===== config.mk =====
export PLATFORM = sky130hd
export DESIGN_NAME = menu_key_ctrl
export DESIGN_NICKNAME = d
export VERILOG_FILES = /design/src/rtl/menu_key_ctrl.sv
export SDC_FILE = /design/constraint.sdc
export NUM_CORES = 1
export LEC_CHECK = 0
export CORE_AREA = 3 3 60 51
export CTS_BUF_LIST = sky130_fd_sc_hd__clkbuf_4 sky130_fd_sc_hd__clkbuf_8
export DETAILED_ROUTE_END_ITERATION = 10
export DIE_AREA = 0 0 63 54
export PLACE_DENSITY = 0.8
export RECOVER_POWER = 100
export SLEW_MARGIN = 0
export SYNTH_ARGS = -nofsm -noshare
export SYNTH_HDL_FRONTEND = slang
export SYNTH_SLANG_ARGS = --single-unit

===== constraint.sdc =====
create_clock -name clk -period 4.4 [get_ports clk]
set_input_delay 0.66 -clock clk [delete_from_list [all_inputs] [get_ports clk]]
set_output_delay 0.66 -clock clk [all_outputs]
set_load 0.05 [all_outputs]

===== src/rtl/menu_key_ctrl.sv =====
// Menu controller: turns PS/2 set-2 scan codes into overlay selectors, command strobes and editor settings.
// Optional dialog auto-cancel is compiled in when MENU_KEY_TIMEOUT_EN is defined.
module menu_key_ctrl #(
  parameter int TIMEOUT_CYCLES = 100_000_000
) (
  input  logic       clk,
  input  logic       reset,
  input  logic [7:0] scan_code,
  input  logic       scan_done_tick,
  output logic [2:0] item_selector,
  output logic       window_selector,
  output logic       cmd_open,
  output logic       cmd_save,
  output logic       cmd_exit,
  output logic       caps_on,
  output logic [2:0] text_color,
  output logic [1:0] text_size
);

  typedef enum logic {S_TEXT, S_DIALOG} state_t;

  state_t     state_q, state_d;
  logic [2:0] top_q, top_d;
  logic       choice_q, choice_d;
  logic [1:0] pending_q, pending_d;
  logic       caps_q, caps_d;
  logic [2:0] color_q, color_d;
  logic [1:0] size_q, size_d;
  logic       brk_q, brk_d;
  logic       ext_q, ext_d;
  logic [2:0] item_q, item_d;
  logic       win_q, win_d;
  logic       open_q, open_d;
  logic       save_q, save_d;
  logic       exit_q, exit_d;

  logic key_left, key_right, key_enter, key_esc;
  logic timeout_fire;

  // Byte-level decoder: a byte after F0 is always discarded, E0 qualifies the next real byte.
  always_comb begin
    brk_d     = brk_q;
    ext_d     = ext_q;
    key_left  = 1'b0;
    key_right = 1'b0;
    key_enter = 1'b0;
    key_esc   = 1'b0;
    if (scan_done_tick) begin
      if (brk_q) begin
        brk_d = 1'b0;
        ext_d = 1'b0;
      end else if (scan_code == 8'hF0) begin
        brk_d = 1'b1;
      end else if (scan_code == 8'hE0) begin
        ext_d = 1'b1;
      end else begin
        ext_d     = 1'b0;
        key_left  =  ext_q && (scan_code == 8'h6B);
        key_right =  ext_q && (scan_code == 8'h74);
        key_enter = !ext_q && (scan_code == 8'h5A);
        key_esc   = !ext_q && (scan_code == 8'h76);
      end
    end
  end

`ifdef MENU_KEY_TIMEOUT_EN
  localparam int CNT_W = $clog2(TIMEOUT_CYCLES + 1);
  localparam logic [CNT_W-1:0] CNT_TERM = CNT_W'(TIMEOUT_CYCLES - 1);

  logic [CNT_W-1:0] cnt_q, cnt_d;

  // Held at zero outside the dialog, so entering the dialog always starts a fresh count.
  always_comb begin
    cnt_d        = (state_q != S_DIALOG || scan_done_tick) ? '0 : cnt_q + 1'b1;
    timeout_fire = (state_q == S_DIALOG) && !scan_done_tick && (cnt_q == CNT_TERM);
  end

  always_ff @(posedge clk or posedge reset) begin
    if (reset) cnt_q <= '0;
    else       cnt_q <= cnt_d;
  end
`else
  assign timeout_fire = 1'b0;
`endif

  always_comb begin
    state_d   = state_q;
    top_d     = top_q;
    choice_d  = choice_q;
    pending_d = pending_q;
    caps_d    = caps_q;
    color_d   = color_q;
    size_d    = size_q;
    open_d    = 1'b0;
    save_d    = 1'b0;
    exit_d    = 1'b0;
    case (state_q)
      S_TEXT: begin
        if (key_left) begin
          top_d = (top_q == 3'd1) ? 3'd6 : top_q - 3'd1;
        end else if (key_right) begin
          top_d = (top_q == 3'd6) ? 3'd1 : top_q + 3'd1;
        end else if (key_enter) begin
          case (top_q)
            3'd1, 3'd2, 3'd3: begin
              pending_d = top_q[1:0];
              choice_d  = 1'b0;
              state_d   = S_DIALOG;
            end
            3'd4:    caps_d  = !caps_q;
            3'd5:    color_d = (color_q == 3'd6) ? 3'd0 : color_q + 3'd1;
            3'd6:    size_d  = (size_q == 2'd2) ? 2'd0 : size_q + 2'd1;
            default: ;
          endcase
        end
      end
      S_DIALOG: begin
        if (key_left || key_right) begin
          choice_d = !choice_q;
        end else if (key_enter) begin
          state_d = S_TEXT;
          if (!choice_q) begin
            open_d = (pending_q == 2'd1);
            save_d = (pending_q == 2'd2);
            exit_d = (pending_q == 2'd3);
          end
        end else if (key_esc || timeout_fire) begin
          state_d = S_TEXT;
        end
      end
      default: state_d = S_TEXT;
    endcase
    win_d  = (state_d == S_TEXT);
    item_d = win_d ? top_d : {2'b00, choice_d};
  end

  always_ff @(posedge clk or posedge reset) begin
    if (reset) begin
      state_q   <= S_TEXT;
      top_q     <= 3'd1;
      choice_q  <= 1'b0;
      pending_q <= 2'd0;
      caps_q    <= 1'b0;
      color_q   <= 3'd0;
      size_q    <= 2'd0;
      brk_q     <= 1'b0;
      ext_q     <= 1'b0;
      item_q    <= 3'd1;
      win_q     <= 1'b1;
      open_q    <= 1'b0;
      save_q    <= 1'b0;
      exit_q    <= 1'b0;
    end else begin
      state_q   <= state_d;
      top_q     <= top_d;
      choice_q  <= choice_d;
      pending_q <= pending_d;
      caps_q    <= caps_d;
      color_q   <= color_d;
      size_q    <= size_d;
      brk_q     <= brk_d;
      ext_q     <= ext_d;
      item_q    <= item_d;
      win_q     <= win_d;
      open_q    <= open_d;
      save_q    <= save_d;
      exit_q    <= exit_d;
    end
  end

  assign item_selector   = item_q;
  assign window_selector = win_q;
  assign cmd_open        = open_q;
  assign cmd_save        = save_q;
  assign cmd_exit        = exit_q;
  assign caps_on         = caps_q;
  assign text_color      = color_q;
  assign text_size       = size_q;

endmodule


==> key figures, run 1 <==
Status
  • Status: finished clean

Drt
  • Post-DR wirelength/cell: 13.7 um
  • Via Count: 1015
  • Initial DRT Pass Iterations: 4
  • Detail Route Antenna Nets: 0
  • Via density per instance: 5.43
  • Residual DRC count: 0
  • Starting DRT DRC Count: 37
  • Routed wire length: 2570 um

Worst setup path
  • Worst Setup End Kind: flop
  • Critical-path cell list: dlygate4sd3_1, or3b_1, nor4_1, nand2_2, o21ai_0, o21ai_0
  • Crit-path leading delay family: simple AND/OR/NAND/NOR gates
  • Crit-path slowest cell: nor4_1
  • R2R Path Start: brk_q
  • Req. time, crit path: 4590 ps
  • Worst r2r path cells: 5
  • Crit-path max cell delay: 820 ps
  • CP dominant cell by count: o21ai_0
  • Max FO, Critical Path: 4
  • FF-to-FF setup slack: 2140 ps
  • CP Data Arrival Time: 2950 ps
  • WP buf/inv: 1
  • Type of the worst setup path: input port to flop
  • Worst r2r dst: text_color[1]
  • Startpoint Class: input port

STA
  • Hold Fails Final Rpt: 0
  • Worst-margin pin slew: 942 ps
  • Slew Limit Fails: 0
  • Tmin final: 2750 ps
  • Final worst-path setup slack: 1650 ps
  • RSZ-0062 raised after global routing: no
  • Worst relative slew slack: 36.6%
  • Period utilization: 62.6%
  • Setup TNS: 0 ps
  • Final Skew: 11.8 ps
  • FMAX: 363 MHz
  • Final setup vio count: 0

Pwr
  • Pwr/cell area: 272 nW/um^2
  • Peak VDD IR: 300 uV
  • Pwr Total: 413 uW
  • Leakage: 0.000678 uW

Yosys
  • Post-synth top area cell: dfrtp_1
  • Area of the mapped netlist: 1240 sq um
  • Main area contributors after synthesis: dfrtp_1 (38%), dfstp_2 (6.4%), o21ai_0 (5.7%)
  • Register area share after synthesis: 44.7%
  • Syn_area_per_cell: 9.84 sq um
  • YS warnings: 0
  • Asr flop ratio synth: 100%
  • Syn nets: 142
  • Share of the synthesized area in the top cell type: 38.3%
  • Synth Register Bits: 22
  • Ys flop type: dfrtp_1
  • EDFF count, synth: 0
  • Synth Instances: 126
  • Unique masters post-synth: 42

Min path
  • Hold wc startpoint: pending_q[1]
  • Hold depth: 1
  • Hold EP: cmd_open
  • Hold Path Class: flop to flop

Final layout
  • Share of cells above drive strength 1: 7.28%
  • Nets@finish: 168
  • Most frequent cells in the layout: dfrtp_1 (19), dlygate4sd3_1 (15), o21ai_0 (14)
  • Number of diodes: 0
  • Register area: 554 sq um
  • Area of the multi-input gates: 608 sq um
  • Final Util: 61.7%
  • Fillers: 223
  • Non-filler cells, final: 187
  • Synth-to-Final Area Change: 22.6%
  • Most common cell after layout, fill and taps aside: dfrtp_1

Global route
  • Initial antenna violation count: 0
  • Total GRT Usage: 16.4%
  • Remaining global-route overflow: 0
  • Global-route wire length before repair: 4350 um
  • Largest net degree at the start of global routing: 23
  • Vias in the first global route: 939

Placed design
  • Port buffer count: 23
  • DP HPWL: 1990 um
  • Post-place setup slack: 1740 ps
  • Cell count after placement: 183
  • Routability Congestion: 0.844

Clock network
  • Post-CTS Setup Repair Bufs: 0
  • Root buffer cell: clkbuf_4
  • TritonCTS Buffers: 3
  • Post-CTS sizing: 0
  • Htree depth: 1
  • Clock Latency Late Sink: 310 ps
  • Clock transition at path regs: 130 ps
  • Sink Count: 22
  • CTS tree: done
  • Clock Tree Buf Depth: 2
  • Cts hold-fix bufs: 0

Floorplanning
  • # rows: 16
  • Die X-Extent: 63 um
  • Die Footprint: 3400 sq um
  • Core area: 2460 sq um
  • Die height: 54 um
  • IO Count: 24
  • Initial core utilization: 50.4%

Flow run
  • Max Cap Viol: 0
[kinds of logic after synthesis]
kind of cell / after synthesis / synth area share (%)
AOI/OAI and AO/OA: 34 / 17.7
xor gates and xnor gates: 1 / 0.706
adders and majority gates: 5 / 5.05
buffers and inverters: 10 / 3.13
DFF: 22 / 44.7
and+or+nand+nor: 54 / 28.8
[metal layers]
layer  vias to the layer above  GRT usage (%)  part of all wire, %
met2                        28           26.8                   46
met3                         5           4.18                  5.3
met5                         -              0                    0
met1                       466           21.9                   47
met4                         0           4.40                  1.3
li1                        516              -                    -
[power breakdown]
| group | internal [uW] | total (uW) | switching (uW) |
|---|---|---|---|
| Combinational | 20.3 | 48.1 | 27.8 |
| Clock | 92.2 | 153 | 61.3 |
| Sequential | 207 | 212 | 4.41 |
[area by class of cell]
class | instances | area share (%)
repair buffers | 23 | 15.1
well taps | 36 | 2.96
multi-input cells | 94 | 40.0
clock buffers | 3 | 1.48
inverters | 8 | 1.98
flip-flops and latches | 22 | 36.5
clock inverters | 1 | 1.98
[synthesized netlist by cell type (2+ instances only)]
| cell type | instances |
|---|---|
| and3b_1 | 2 |
| and4_1 | 2 |
| nand3_1 | 5 |
| nand4bb_1 | 2 |
| a21o_1 | 2 |
| nand2_1 | 9 |
| dfstp_2 | 3 |
| and2_1 | 4 |
| and3_1 | 4 |
| a21oi_1 | 6 |
| inv_1 | 8 |
| dfrtp_1 | 19 |
| nand2_2 | 2 |
| and4bb_2 | 2 |
| nand2b_1 | 3 |
| nor2_1 | 8 |
| ha_1 | 5 |
| a32oi_1 | 2 |
| o21ai_0 | 14 |
| nand4_1 | 2 |
[through the flow]
stage,cell area [sq um],hold slack [ps]
finish,1520,475
global placement,1510,462
global route,1520,503
detailed placement,1510,465
CTS,1560,482
floorplan,1240,438
[worst register-to-register path, stage by stage (launching register included)]
cell,delay [ps]
dfrtp_1,440
or3b_1,410
nor4_1,820
nand2_2,160
o21ai_0,200
o21ai_0,110
[worst max-delay path by stage]
stage	from	cells past startpoint	endpoint	slack [ps]
finish	scan_code[5]	6	text_color[1]	1650
global route	scan_code[5]	6	text_color[1]	1510
CTS	scan_code[4]	6	text_color[1]	2070
detailed placement	scan_code[4]	6	text_color[1]	1740
global placement	scan_code[4]	6	text_color[1]	1810
floorplan	scan_code[5]	5	text_color[1]	2490
[flip-flops by register name, summed over array words and instances (netlist names)]
| signal | cells |
|---|---|
| item_selector | 3 |
| text_color | 3 |
| top_q | 3 |
| pending_q | 2 |
| text_size | 2 |
| brk_q | 1 |
| caps_on | 1 |
| choice_q | 1 |
| cmd_exit | 1 |
| cmd_open | 1 |
| cmd_save | 1 |
| ext_q | 1 |
| state_q | 1 |
| window_selector | 1 |
Note: power is estimated with default switching activity, not from simulation.
==> inputs of run 2 (changes only) <==
--- a/config.mk
+++ b/config.mk
@@ -5,11 +5,11 @@
 export SDC_FILE = /design/constraint.sdc
 export NUM_CORES = 1
 export LEC_CHECK = 0
-export CORE_AREA = 3 3 60 51
+export CORE_AREA = 3 3 61 52
 export CTS_BUF_LIST = sky130_fd_sc_hd__clkbuf_4 sky130_fd_sc_hd__clkbuf_8
 export DETAILED_ROUTE_END_ITERATION = 10
-export DIE_AREA = 0 0 63 54
-export PLACE_DENSITY = 0.8
+export DIE_AREA = 0 0 64 55
+export PLACE_DENSITY = 0.81
 export RECOVER_POWER = 100
 export SLEW_MARGIN = 0
 export SYNTH_ARGS = -nofsm -noshare
==> constraint.sdc (replaced) <==
create_clock -name clk -period 2.4 [get_ports clk]
set_input_delay 0.36 -clock clk [delete_from_list [all_inputs] [get_ports clk]]
set_output_delay 0.36 -clock clk [all_outputs]
set_load 0.05 [all_outputs]
==> key figures, run 2 (synthesis gave the netlist of run 1 again) <==
Clock network
  • Post-CTS sizing: 0 (unchanged)
  • Cts hold-fix bufs: 0 (unchanged)
  • Clock Latency Late Sink: 310 ps (about the same)
  • Post-CTS Setup Repair Bufs: 0 (unchanged)
  • Htree depth: 1 (unchanged)
  • TritonCTS Buffers: 3 (unchanged)
  • Sink Count: 22 (unchanged)
  • Root buffer cell: clkbuf_4
  • Clock Tree Buf Depth: 2 (unchanged)
  • Clock transition at path regs: 120 ps (about the same)
  • CTS tree: done

Final layout
  • Synth-to-Final Area Change: 24.6%
  • Most frequent cells in the layout: dfrtp_1 (19), dlygate4sd3_1 (15), o21ai_0 (14)
  • Nets@finish: 168 (unchanged)
  • Number of diodes: 0 (unchanged)
  • Share of cells above drive strength 1: 8.61% (+1.3 points)
  • Most common cell after layout, fill and taps aside: dfrtp_1

STA
  • Final worst-path setup slack: 198 ps (-1450 ps)
  • Hold Fails Final Rpt: 0 (unchanged)
  • Setup TNS: 0 ps (unchanged)
  • Slew Limit Fails: 0 (unchanged)
  • Tmin final: 2200 ps
  • Worst relative slew slack: 47.8% (+11 points)
  • Final setup vio count: 0 (unchanged)
  • FMAX: 454 MHz
  • Final hold slack: 477 ps (+1.62 ps)
  • Final Skew: 2.27 ps (-9.56 ps)
  • Period utilization: 91.8%
  • RSZ-0062 raised after global routing: no
  • Worst-margin pin slew: 783 ps (-160 ps)

Drt
  • Initial DRT Pass Iterations: 4 (unchanged)
  • Routed wire length: 2670 um (+4.1%)
  • Via density per instance: 5.65 (+4.1%)
  • Detail Route Antenna Nets: 0 (unchanged)
  • Residual DRC count: 0 (unchanged)
  • Starting DRT DRC Count: 48 (+30%)
  • Via Count: 1068 (+5.2%)
  • Post-DR wirelength/cell: 14.1 um (+3.0%)

Placed design
  • Post-place setup slack: 91.4 ps (-1640 ps)
  • Port buffer count: 23 (unchanged)
  • Routability Congestion: 0.922 (+9.2%)
  • DP HPWL: 2050 um (+2.9%)

Floorplanning
  • Die Footprint: 3520 sq um (+3.5%)
  • Core area: 2660 sq um (+8.0%)
  • Die height: 55 um (+1.9%)
  • IO Count: 24 (unchanged)
  • Initial core utilization: 46.6% (-3.7 points)
  • Die X-Extent: 64 um (+1.6%)
  • # rows: 17 (+1)

Pwr
  • Peak VDD IR: 432 uV (+44%)
  • Clock power frac: 36.8% (-0.3 points)
  • Leakage: 0.000687 uW (+1.3%)
  • Power Internal: 587 uW (+84%)
  • Pwr/cell area: 492 nW/um^2 (+81%)
  • Net Sw Power: 173 uW (+85%)
  • Combinational Power Share: 12.0% (+0.4 points)
  • Sequential Power Share: 51.1% (about the same)
  • Switching part of the total: 22.7% (+0.094 points)

Worst setup path
  • CP Data Arrival Time: 2410 ps (-540 ps)
  • Worst r2r path cells: 5 (unchanged)
  • Worst r2r dst: item_selector[2]
  • Max FO, Critical Path: 8 (+4)
  • FF-to-FF setup slack: 380 ps (-1760 ps)
  • Worst Setup End Kind: flop
  • Startpoint Class: input port
  • Type of the worst setup path: input port to flop
  • Req. time, crit path: 2610 ps (-1980 ps)
  • Crit path to: item_selector[2]
  • R2R Path Start: brk_q
  • Setup crit start: scan_code[4]

Global route
  • Initial antenna violation count: 0 (unchanged)
  • Total GRT Usage: 16.4% (about the same)
  • Vias in the first global route: 981 (+4.5%)
  • Largest net degree at the start of global routing: 23 (unchanged)
  • Remaining global-route overflow: 0 (unchanged)
  • Global-route wire length before repair: 4480 um (+2.9%)

Status
  • Status: finished clean

Min path
  • Hold Path Class: flop to flop
  • Hold wc startpoint: caps_on
  • Hold depth: 1 (unchanged)

Flow run
  • Max Cap Viol: 0 (unchanged)
[run 2: worst min-delay path by stage]
stage               end  slack [ps]
2_1_floorplan     brk_q         350
3_3_place_gp    caps_on         470
3_5_place_dp    caps_on         470
4_1_cts        cmd_open         480
5_1_grt         caps_on         520
6_report        caps_on         480
[run 2: layout make-up]
type,count,area [sq um]
fillers,233,1110
multi-input cells,94,631
flip-flops and latches,22,554
repair buffers,23,230
well taps,38,47.5
clock inverters,1,30.0
inverters,8,30.0
clock buffers,3,22.5
[run 2: metal layers]
metal  wire length, um  part of all wire, %  GRT usage (%)
met1              1200                   45           21.0
met2              1280                   48           29.3
met3               177                  6.6           3.64
met4                 8                 0.30           2.51
met5                 0                    0              0
[run 2: critical path, stage by stage]
cell             delay, ps
clkdlybuf4s50_1        550
or3b_4                 430
nor3_1                 440
o211ai_2               270
nand2_1                180
and3b_1                190
[run 2: stage by stage]
| stage | area, sq um | utilization, % | total power (uW) | instances |
|---|---|---|---|---|
| finish | 1550 | 58.1 | 760 | 189 |
| global route | 1550 | 58.1 | 799 | 189 |
| CTS | 1560 | 58.7 | 770 | 189 |
| detailed placement | 1510 | 56.8 | 490 | 185 |
| global placement | 1510 | 56.8 | 488 | 185 |
| floorplan | 1240 | - | 450 | 126 |
[run 2: power by group through the flow]
stage | registers, uW | clock network (uW) | logic, uW
2_1_floorplan | 407 | 0 | 43.6
3_3_place_gp | 396 | 0 | 92.7
3_5_place_dp | 395 | 0 | 94.9
4_1_cts | 389 | 286 | 95.7
5_1_grt | 390 | 308 | 100
6_report | 389 | 280 | 91.5
==> inputs of run 3 (changes only) <==
--- a/config.mk
+++ b/config.mk
@@ -5,10 +5,13 @@
 export SDC_FILE = /design/constraint.sdc
 export NUM_CORES = 1
 export LEC_CHECK = 0
-export CORE_AREA = 3 3 61 52
+export CELL_PAD_IN_SITES_DETAIL_PLACEMENT = 0
+export CELL_PAD_IN_SITES_GLOBAL_PLACEMENT = 1
+export CORE_AREA = 3 3 69 58
 export CTS_BUF_LIST = sky130_fd_sc_hd__clkbuf_4 sky130_fd_sc_hd__clkbuf_8
+export CTS_CLUSTER_SIZE = 40
 export DETAILED_ROUTE_END_ITERATION = 10
-export DIE_AREA = 0 0 64 55
+export DIE_AREA = 0 0 72 61
 export PLACE_DENSITY = 0.81
 export RECOVER_POWER = 100
 export SLEW_MARGIN = 0
==> key figures, run 3 (synthesis gave the netlist of run 1 again) <==
Clock network
  • CTS tree: done
  • TritonCTS Buffers: 3 (unchanged)
  • Clock Tree Buf Depth: 2 (unchanged)
  • Htree depth: 1 (unchanged)
  • Sink Count: 22 (unchanged)
  • Clock Latency Late Sink: 260 ps (-50 ps)
  • Post-CTS sizing: 0 (unchanged)
  • Post-CTS Setup Repair Bufs: 0 (unchanged)
  • Cts hold-fix bufs: 0 (unchanged)
  • Root buffer cell: clkbuf_8
  • Clock transition at path regs: 70 ps (-50 ps)

Worst setup path
  • CP Data Arrival Time: 2290 ps (-120 ps)
  • Req. time, crit path: 2550 ps (-60 ps)
  • Type of the worst setup path: input port to flop
  • Startpoint Class: input port
  • FF-to-FF setup slack: 520 ps (+140 ps)
  • Worst Setup End Kind: flop
  • Max FO, Critical Path: 8 (unchanged)

Final layout
  • Non-filler cells, final: 194 (+2.6%)
  • Nets@finish: 169 (+0.60%)
  • Most common cell after layout, fill and taps aside: dfrtp_1
  • Final Cell Area: 1560 sq um (+0.97%)
  • Final Util: 45.9% (-12 points)
  • Most frequent cells in the layout: dfrtp_1 (19), dlygate4sd3_1 (15), o21ai_0 (14)
  • Share of cells above drive strength 1: 7.89% (-0.71 points)
  • Number of diodes: 0 (unchanged)
  • Synth-to-Final Area Change: 25.8%

Floorplanning
  • Initial core utilization: 36.5% (-10 points)
  • Die Footprint: 4390 sq um (+25%)
  • # rows: 19 (+2)
  • Die X-Extent: 72 um (+13%)
  • Core area: 3400 sq um (+28%)
  • IO Count: 24 (unchanged)
  • Die height: 61 um (+11%)

Pwr
  • Net Sw Power: 173 uW (about the same)
  • Peak VDD IR: 233 uV (-46%)
  • Leakage: 0.000700 uW (+1.9%)
  • Clock power frac: 34.8% (-2.0 points)
  • Sequential Power Share: 52.8% (+1.7 points)
  • Pwr Total: 736 uW (-3.1%)
  • Power Internal: 564 uW (-4.0%)
  • Pwr/cell area: 472 nW/um^2 (-4.0%)
  • Switching part of the total: 23.4% (+0.74 points)
  • Combinational Power Share: 12.4% (+0.4 points)

Global route
  • Largest net degree at the start of global routing: 23 (unchanged)
  • Global-route wire length before repair: 4450 um (-0.63%)
  • Vias in the first global route: 940 (-4.2%)
  • Remaining global-route overflow: 0 (unchanged)
  • Total GRT Usage: 13.1% (-3.3 points)
  • Initial antenna violation count: 0 (unchanged)

Min path
  • Hold Path Class: flop to flop

Drt
  • Detail Route Antenna Nets: 0 (unchanged)
  • Via Count: 1047 (-2.0%)
  • Residual DRC count: 0 (unchanged)
  • Starting DRT DRC Count: 50 (+4.2%)
  • Routed wire length: 2600 um (-2.8%)
  • Via density per instance: 5.40 (-4.5%)
  • Initial DRT Pass Iterations: 5 (+1)
  • Post-DR wirelength/cell: 13.4 um (-5.3%)

STA
  • Slew Limit Fails: 0 (unchanged)
  • Setup TNS: 0 ps (unchanged)
  • Worst relative slew slack: 26.2% (-22 points)
  • FMAX: 466 MHz (+2.7%)
  • Period utilization: 89.4% (-2.4 points)
  • Final setup vio count: 0 (unchanged)
  • Final Skew: 4.99 ps (+2.72 ps)
  • Hold Fails Final Rpt: 0 (unchanged)
  • RSZ-0062 raised after global routing: no
  • Tmin final: 2140 ps (-57.2 ps)
  • Worst-margin pin slew: 1110 ps (+324 ps)

Status
  • Status: finished clean

Placed design
  • Routability Congestion: 0.902 (-2.1%)
  • Cell count after placement: 190 (+2.7%)
  • Placed cell areas: 1520 sq um (+0.83%)
  • Port buffer count: 23 (unchanged)
  • DP HPWL: 2100 um (+2.7%)

Flow run
  • Max Cap Viol: 0 (unchanged)
run 3: per-stage QoR:
stage / setup slack, ps / hold slack, ps
global placement: 165 / 462
floorplan: 769 / 347
finish: 255 / 466
detailed placement: 158 / 466
CTS: 427 / 449
global route: 145 / 503
run 3: final timing paths:
| check | from | end | depth (start not counted) |
|---|---|---|---|
| worst max-delay path | scan_code[5] | item_selector[2] | 6 |
| max in group asynchronous | reset | state_q | 3 |
| worst min-delay path | caps_on | caps_on | 1 |
| worst max register to register | brk_q | item_selector[2] | 5 |
| min in group asynchronous | reset | cmd_exit | 3 |
| worst min register to register | caps_on | caps_on | 1 |
run 3: worst max-delay path, cell delays in order:
cell and delay, ps:
dlygate4sd3_1 560, or3b_1 500, nor3_4 240, o211ai_1 250, nand2_1 190, and3b_1 190
run 3: final cells by class:
type,instances,area [sq um]
fillers,318,1840
multi-input cells,94,634
flip-flops and latches,22,554
repair buffers,24,234
clock buffers,4,55.1
well taps,42,52.6
inverters,8,30.0
run 3: power by group through the flow:
stage / sequential [uW] / clock, uW / combinational, uW
6_report: 389 / 257 / 91.0
3_3_place_gp: 396 / 0 / 94.8
4_1_cts: 389 / 268 / 96.5
3_5_place_dp: 396 / 0 / 95.9
5_1_grt: 390 / 285 / 101
2_1_floorplan: 407 / 0 / 43.6
run 3: per-layer routing:
layer  GRT usage, %  vias up  part of all wire, %
met5              0        -                    0
met4           3.75        0                  1.4
met3           3.81        6                  6.1
met2           21.5       41                   45
met1           17.0      488                   48
li1               -      512                    -
